===== src/rtl/serial_paralelo_rx.sv =====
// Serial-to-parallel receiver: aligns a 1-bit MSB-first stream on the COM symbol,
// then delivers recovered symbols with a data/idle valid flag on clk_8f.
module serial_paralelo_rx #(
   parameter int               WIDTH      = 8,
   parameter logic [WIDTH-1:0] COM        = 8'hBC,
   parameter int               SYNC_COUNT = 4
) (
   input  logic             clk_8f,
   input  logic             reset,
   input  logic             data_in,
   output logic [WIDTH-1:0] data_out,
   output logic             valid_out,
   output logic             active,
   output logic             byte_strobe
);

   localparam int BW = $clog2(WIDTH);
   localparam int CW = $clog2(SYNC_COUNT + 1);
   localparam logic [BW-1:0] BIT_LAST  = BW'(WIDTH - 1);
   localparam logic [CW-1:0] SYNC_LAST = CW'(SYNC_COUNT - 1);

   typedef enum logic [1:0] {
      HUNT,
      SYNC,
      ACTIVE
   } state_t;

   state_t           state_q, state_d;
   logic [WIDTH-1:0] sr_q, sr_d;
   logic [BW-1:0]    bit_cnt_q, bit_cnt_d;
   logic [CW-1:0]    com_cnt_q, com_cnt_d;
   logic [WIDTH-1:0] data_out_q, data_out_d;
   logic             valid_out_q, valid_out_d;
   logic             active_q, active_d;
   logic             byte_strobe_q, byte_strobe_d;

   logic             boundary;
   logic             is_com;

   // NOTE: every variable gets a default before the case so no path leaves one unassigned (no latch).
   always_comb begin
      sr_d          = {sr_q[WIDTH-2:0], data_in};
      is_com        = (sr_d == COM);
      boundary      = (bit_cnt_q == BIT_LAST);
      state_d       = state_q;
      bit_cnt_d     = boundary ? '0 : bit_cnt_q + BW'(1);
      com_cnt_d     = com_cnt_q;
      data_out_d    = data_out_q;
      valid_out_d   = valid_out_q;
      active_d      = active_q;
      byte_strobe_d = 1'b0;

      unique case (state_q)
         HUNT: begin
            bit_cnt_d = '0;
            if (is_com) begin
               com_cnt_d = CW'(1);
               if (SYNC_COUNT == 1) begin
                  state_d  = ACTIVE;
                  active_d = 1'b1;
               end else begin
                  state_d = SYNC;
               end
            end
         end
         SYNC: begin
            if (boundary) begin
               if (is_com) begin
                  com_cnt_d = com_cnt_q + CW'(1);
                  if (com_cnt_q == SYNC_LAST) begin
                     state_d  = ACTIVE;
                     active_d = 1'b1;
                  end
               end else begin
                  // A single bad symbol throws away all accumulated COM credit.
                  com_cnt_d = '0;
                  state_d   = HUNT;
               end
            end
         end
         ACTIVE: begin
            if (boundary) begin
               data_out_d    = sr_d;
               valid_out_d   = !is_com;
               byte_strobe_d = 1'b1;
            end
         end
         default: state_d = HUNT;
      endcase
   end

   // NOTE: sequential state uses non-blocking assignments so all flops update together.
   always_ff @(posedge clk_8f) begin
      if (reset) begin
         state_q       <= HUNT;
         sr_q          <= '0;
         bit_cnt_q     <= '0;
         com_cnt_q     <= '0;
         data_out_q    <= '0;
         valid_out_q   <= 1'b0;
         active_q      <= 1'b0;
         byte_strobe_q <= 1'b0;
      end else begin
         state_q       <= state_d;
         sr_q          <= sr_d;
         bit_cnt_q     <= bit_cnt_d;
         com_cnt_q     <= com_cnt_d;
         data_out_q    <= data_out_d;
         valid_out_q   <= valid_out_d;
         active_q      <= active_d;
         byte_strobe_q <= byte_strobe_d;
      end
   end

   assign data_out    = data_out_q;
   assign valid_out   = valid_out_q;
   assign active      = active_q;
   assign byte_strobe = byte_strobe_q;

endmodule


===== config.mk =====
export PLATFORM = sky130hd
export DESIGN_NAME = serial_paralelo_rx
export DESIGN_NICKNAME = d
export VERILOG_FILES = /design/src/rtl/serial_paralelo_rx.sv
export SDC_FILE = /design/constraint.sdc
export NUM_CORES = 1
export LEC_CHECK = 0
export ABC_AREA = 1
export BUFFER_PORTS_ARGS = -buffer_cell sky130_fd_sc_hd__buf_4
export CORE_MARGIN = 2
export CORE_UTILIZATION = 55
export CTS_CLUSTER_DIAMETER = 40
export DETAILED_ROUTE_END_ITERATION = 16
export PLACE_DENSITY = 0.73
export SYNTH_ARGS = -nofsm -noshare
export SYNTH_HDL_FRONTEND = slang
export SYNTH_SLANG_ARGS = --single-unit
export TNS_END_PERCENT = 10

===== constraint.sdc =====
create_clock -name clk_8f -period 2 [get_ports clk_8f]
set_clock_uncertainty 0.15 [all_clocks]
set_input_delay 0.4 -clock clk_8f [delete_from_list [all_inputs] [get_ports clk_8f]]
set_output_delay 0.4 -clock clk_8f [all_outputs]
set_load 0.05 [all_outputs]

# Word-level counts from Yosys, hierarchy flattened
# Cells that the tools add are included.
op_classes:
  add_sub_neg: 2
  n_eq_ne: 8
  n_mux: 10
  n_bitwise: 1
  n_reduce_logical: 9
op_table:
  columns: ["op", "n"]
  rows:
  - ["2-to-1 mux 3 bit", 3]
  - ["== test 8 bit, second input constant", 1]
  - ["2-to-1 mux 2 bit", 4]
  - ["AND reduction 4 bit", 2]
  - ["adder 3 x 1 -> 3 bit, second input constant", 2]
  - ["case mux 2 bit (3 select lines)", 1]
  - ["case mux 3 bit (2 select lines)", 1]
  - ["!= test 2 bit, second input constant", 2]
  - ["== test 3 x 2 -> 1 bit, second input constant", 1]
  - ["== test 3 bit, second input constant", 1]
  - ["!= test 3 bit, second input constant", 1]
  - ["AND reduction 3 bit", 1]
  - ["OR reduction 3 bit", 1]
  - ["== test 2 x 1 -> 1 bit, second input constant", 1]
  - ["== test 2 bit, second input constant", 1]
  - ["zero test 2 bit", 1]
  - ["AND reduction 2 bit", 1]
  - ["nonzero test 2 bit", 1]
  - ["OR reduction 2 bit", 1]
  - ["zero test 1 bit", 1]
  - ["2-to-1 mux 1 bit", 1]
  - ["NOT 1 bit", 1]
totals:
  regBits: 26
  in_bits: 3
  out_inout_bits: 11
  wordCells: 38

# Logic depth before layout (Yosys ltp)
logic_depth:
  ltp_word: 5
  depth_mapped: 9
  depth_no_buf: 9

# Least setup slack after synthesis
# Ideal clock, no wire load.
synth_path:
  path_kind: "register to register"
  start: "register bit_cnt_q[0]"
  end: "register com_cnt_q[1]"
  setup_ps: 114
  arrival_ps: 1150
  required_time_ps: 1736
  slack_ps: 586
  stages_incl_launch_ff: 8
  path_buffers: 0
  period_less_slack_ps: 1414
  path_cell_list: "dfxtp_1 > ha_1 > ha_1 > inv_1 > a21oi_1 > nand2_4 > a21oi_1 > nor2_1"
synth_between:
  elab_chain_len: 3
synth_lines:
  columns: ["element", "line", "text"]
  rows:
  - ["start: declaration", "30", "logic [BW-1:0] bit_cnt_q, bit_cnt_d;"]
  - ["start signal: assignment", "106", "bit_cnt_q <= bit_cnt_d;"]
  - ["== test 3 bit", "44", "boundary = (bit_cnt_q == BIT_LAST);"]
  - ["net boundary", "37", "logic boundary;"]
  - ["!= test 2 bit (no source line)", null, null]
  - ["AND reduction 3 bit (no source line)", null, null]
  - ["end signal: assignment", "107", "com_cnt_q <= com_cnt_d;"]
  - ["end: declaration", "31", "logic [CW-1:0] com_cnt_q, com_cnt_d;"]
# The timed path passes the listed nets, and every way through them passes these cells.
# A chain may end at the register's enable or synchronous reset.

# Final worst setup path
layout_path:
  start: "register bit_cnt_q[0]"
  end: "register data_out_q[3] (netlist: data_out[3])"
layout_between:
  elab_chain_len: 2
layout_lines:
  columns: ["element", "line", "text"]
  rows:
  - ["== test 3 bit", "44", null]
  - ["net boundary", "37", null]
  - ["AND reduction 2 bit (no source line)", null, null]
  - ["end signal: assignment", "108", "data_out_q <= data_out_d;"]
  - ["end: declaration", "32", "logic [WIDTH-1:0] data_out_q, data_out_d;"]
# The timed path passes the listed nets, and every way through them passes these cells.

==> summary.md <==
| Metric | Value |
|---|---|
| Vias in the first global route | `roughly 760` |
| Sequential Power Share | `0.470` |
| DRT Pass-1 Iters | `4` |
| RePlAce Congestion | `0.818` |
| CORE AREA | `1920 um2` |
| Ys async rst share | `0` |
| Slew Limit Fails | `0` |
| Internal power | `between 0.8 and 0.9 mW` |
| Antenna Diode Count | `0` |
| Global route total overflow | `0` |
| Sum of negative setup slack | `0 ps` |
| Mapped Avg Cell Area | `roughly 8 um2` |
| Min-delay worst type | `in -> reg` |
| Gate count after technology mapping | `139` |
| Combinational Power Share | `0.262` |
| CP startpoint kind | `flop` |
| Area share of the largest cell type after synthesis | `0.475` |
| Peak VDD IR | `0.645 mV` |
| First-pass GRT wire length | `3.01 mm` |
| Run status | `finished, final reports clean` |
| F_max | `0.636 GHz` |
| Setup-failing EPs final | `0` |
| Die area | `2360 um2` |
| Area delta synth->final | `14.6%` |
| Clk slew on worst S/H paths | `around 130 ps` |
| Clock Sinks | `26` |
| # rows | `16` |
| Worst skew pair latency | `roughly 320 ps` |
| Area occupied by multi-input gates | `430 um2` |
| Crit path from | `bit_cnt_q[0]` |
| Post-synth EDFFs | `0` |
| Reg2reg end | `data_out[3]` |
| WL final | `between 1.5 and 2 mm` |
| Top cells by count, synth | `inv_1 (30), dfxtp_1 (26), nor2_1 (19), nand2_1 (14), a21oi_1 (12)` |
| RSZ-0062 raised after global routing | `false` |
| Setup CP Type | `reg -> reg` |
| Mapped cell area | `around 1100 um2` |
| Initial Util | `0.570` |
| Clk pwr share | `0.268` |
| Nets | `161` |
| Crit Path Max Fanout | `19` |
| Fin crit share | `0.786` |
| Most used DFF post-synth | `dfxtp_1` |
| Initial antenna violation count | `0` |
| Routed WL per cell | `9.58 um` |
| CTS root buf | `clkbuf_4` |
| Max-capacitance violation count | `0` |
| Switch Pwr | `0.409 mW` |
| Max Buffers Root-to-Sink | `2` |
| Depth of the CTS H-tree | `1` |
| Fill count | `174` |
| Leak | `0.558 nW` |
| Global Route Usage Sum | `0.164` |
| Io pins | `14` |
| Largest net degree at the start of global routing | `20` |
| PwrDens | `1040 nW/um2` |
| Flops & latches, synth | `26` |
| Placed cells | `176` |
| Count leader, synth | `inv_1` |
| Chip width | `between 40 and 50 um` |
| Final ANT Viol Nets | `0` |
| Port Buf Inserts | `13` |
| Max-slew headroom | `0.764` |
| Hold-fix buffers at CTS | `0` |
| DR iter-0 viols | `13` |
| Layout Cells excl Fill | `180` |
| Worst setup path end | `data_out[3]` |
| Syn Nets | `146` |
| Post-layout min period | `roughly 1600 ps` |
| Die Height | `48.6 um` |
| CP Capture Type | `flop` |
| Cell taking the most area after synthesis | `dfxtp_1` |
| Switching fraction of total power | `0.313` |
| R2R cell count | `5` |
| Arr. time, crit path | `1640 ps` |
| Synth warnings | `0` |
| CTS tree | `yes` |
| Layout cell share with drive strength beyond 1 | `0.216` |
| Vias per cell | `between 4 and 5` |
| Launch point of the worst reg-to-reg path | `bit_cnt_q[0]` |
| Critical Path RT | `2070 ps` |
| Total number of vias | `a little over 800` |
| # resized after CTS | `0` |
| Worst R2R Setup Slack | `between 400 and 500 ps` |
| Post-CTS Setup Inserts | `0` |
| FF+latch area | `approximately 520 um2` |
| Post-DP HPWL | `1.30 mm` |
| DR DRC count | `0` |
| Post-synth cell types | `19` |
| Register area share after synthesis | `0.475` |
| Synth area leaders | `dfxtp_1 (48%), inv_1 (10%), nor2_1 (6.5%)` |
| Fin. Hold Viols | `0` |
| Cts bufs inserted | `3` |
| Worst slew pin tran | `353 ps` |
cell usage in the layout, fill, tap and decap left out:
master and n:
a21oi_1 12, a21oi_2 2, buf_4 13, bufinv_16 1, clkbuf_4 3, dfxtp_1 26, ha_1 4, inv_1 30
inv_2 2, nand2_1 14, nand2_2 5, nand2_4 2, nand3_1 5, nand3_2 1, nor2_1 19, nor2_2 1
nor2_4 3, o21ai_0 9, o21ai_1 1
power groups by stage:
stage / combinational (mW) / clock [mW] / sequential [mW]
CTS: 0.343 / 0.361 / 0.614
global placement: 0.332 / 0 / 0.622
floorplan: 0.299 / 0 / 0.616
global route: 0.399 / 0.387 / 0.621
finish: 0.343 / 0.350 / 0.614
detailed placement: 0.341 / 0 / 0.625
metal layers:
metal	part of all wire	wire length, um	vias up	GRT usage
met1	0.48	827	338	0.195
met2	0.47	807	18	0.276
met4	0.020	34	0	0.0952
met5	0	0	-	0
met3	0.033	57	6	0.0278
li1	-	-	447	-
through the flow:
step	instance area (um2)	hold WS, ps	total power, mW	util	worst slack, ps
after floorplan	1090	249	0.914	-	586
after CTS	1250	149	1.32	0.653	393
after global routing	1250	155	1.41	0.653	281
after detailed placement	1200	275	0.966	0.626	414
final	1250	152	1.31	0.653	429
after global placement	1200	256	0.954	0.626	491
critical path, cell delays in order, from the launching register on:
cell and delay, ps:
dfxtp_1 360, ha_1 150, ha_1 200, nand3_2 280, o21ai_0 280, a21oi_1 60
layout make-up:
cell class / instances / share of cell area
inverter: 32 / 0.0957
clock buffer: 3 / 0.0179
sequential: 26 / 0.415
timing repair buffer: 13 / 0.0778
clock inverter: 1 / 0.0239
tap: 27 / 0.0269
multi-input combinational: 78 / 0.343
registers in the layout, summed over array words and instances (netlist names):
register,cells
valid_out,1
sr_q,7
state_q,2
bit_cnt_q,3
byte_strobe,1
com_cnt_q,3
active,1
data_out,8
cells by family after synthesis:
| kind of cell | count (synthesis) | share of synthesized area |
|---|---|---|
| simple gates | 50 | 0.231 |
| buf+inv | 35 | 0.131 |
| flops | 26 | 0.475 |
| compound gates | 24 | 0.117 |
| fa+ha+maj | 4 | 0.0457 |
worst min path at each step:
stage                  from      endpoint  slack (ps)  cells past startpoint
3_5_place_dp   bit_cnt_q[0]  bit_cnt_q[0]         270                      1
6_report            data_in       sr_q[0]         150                      3
4_1_cts             data_in       sr_q[0]         150                      3
3_3_place_gp   bit_cnt_q[0]  bit_cnt_q[0]         260                      1
2_1_floorplan  bit_cnt_q[0]  bit_cnt_q[0]         250                      1
5_1_grt             data_in       sr_q[0]         160                      3
Note: power is estimated with default switching activity, not from simulation.
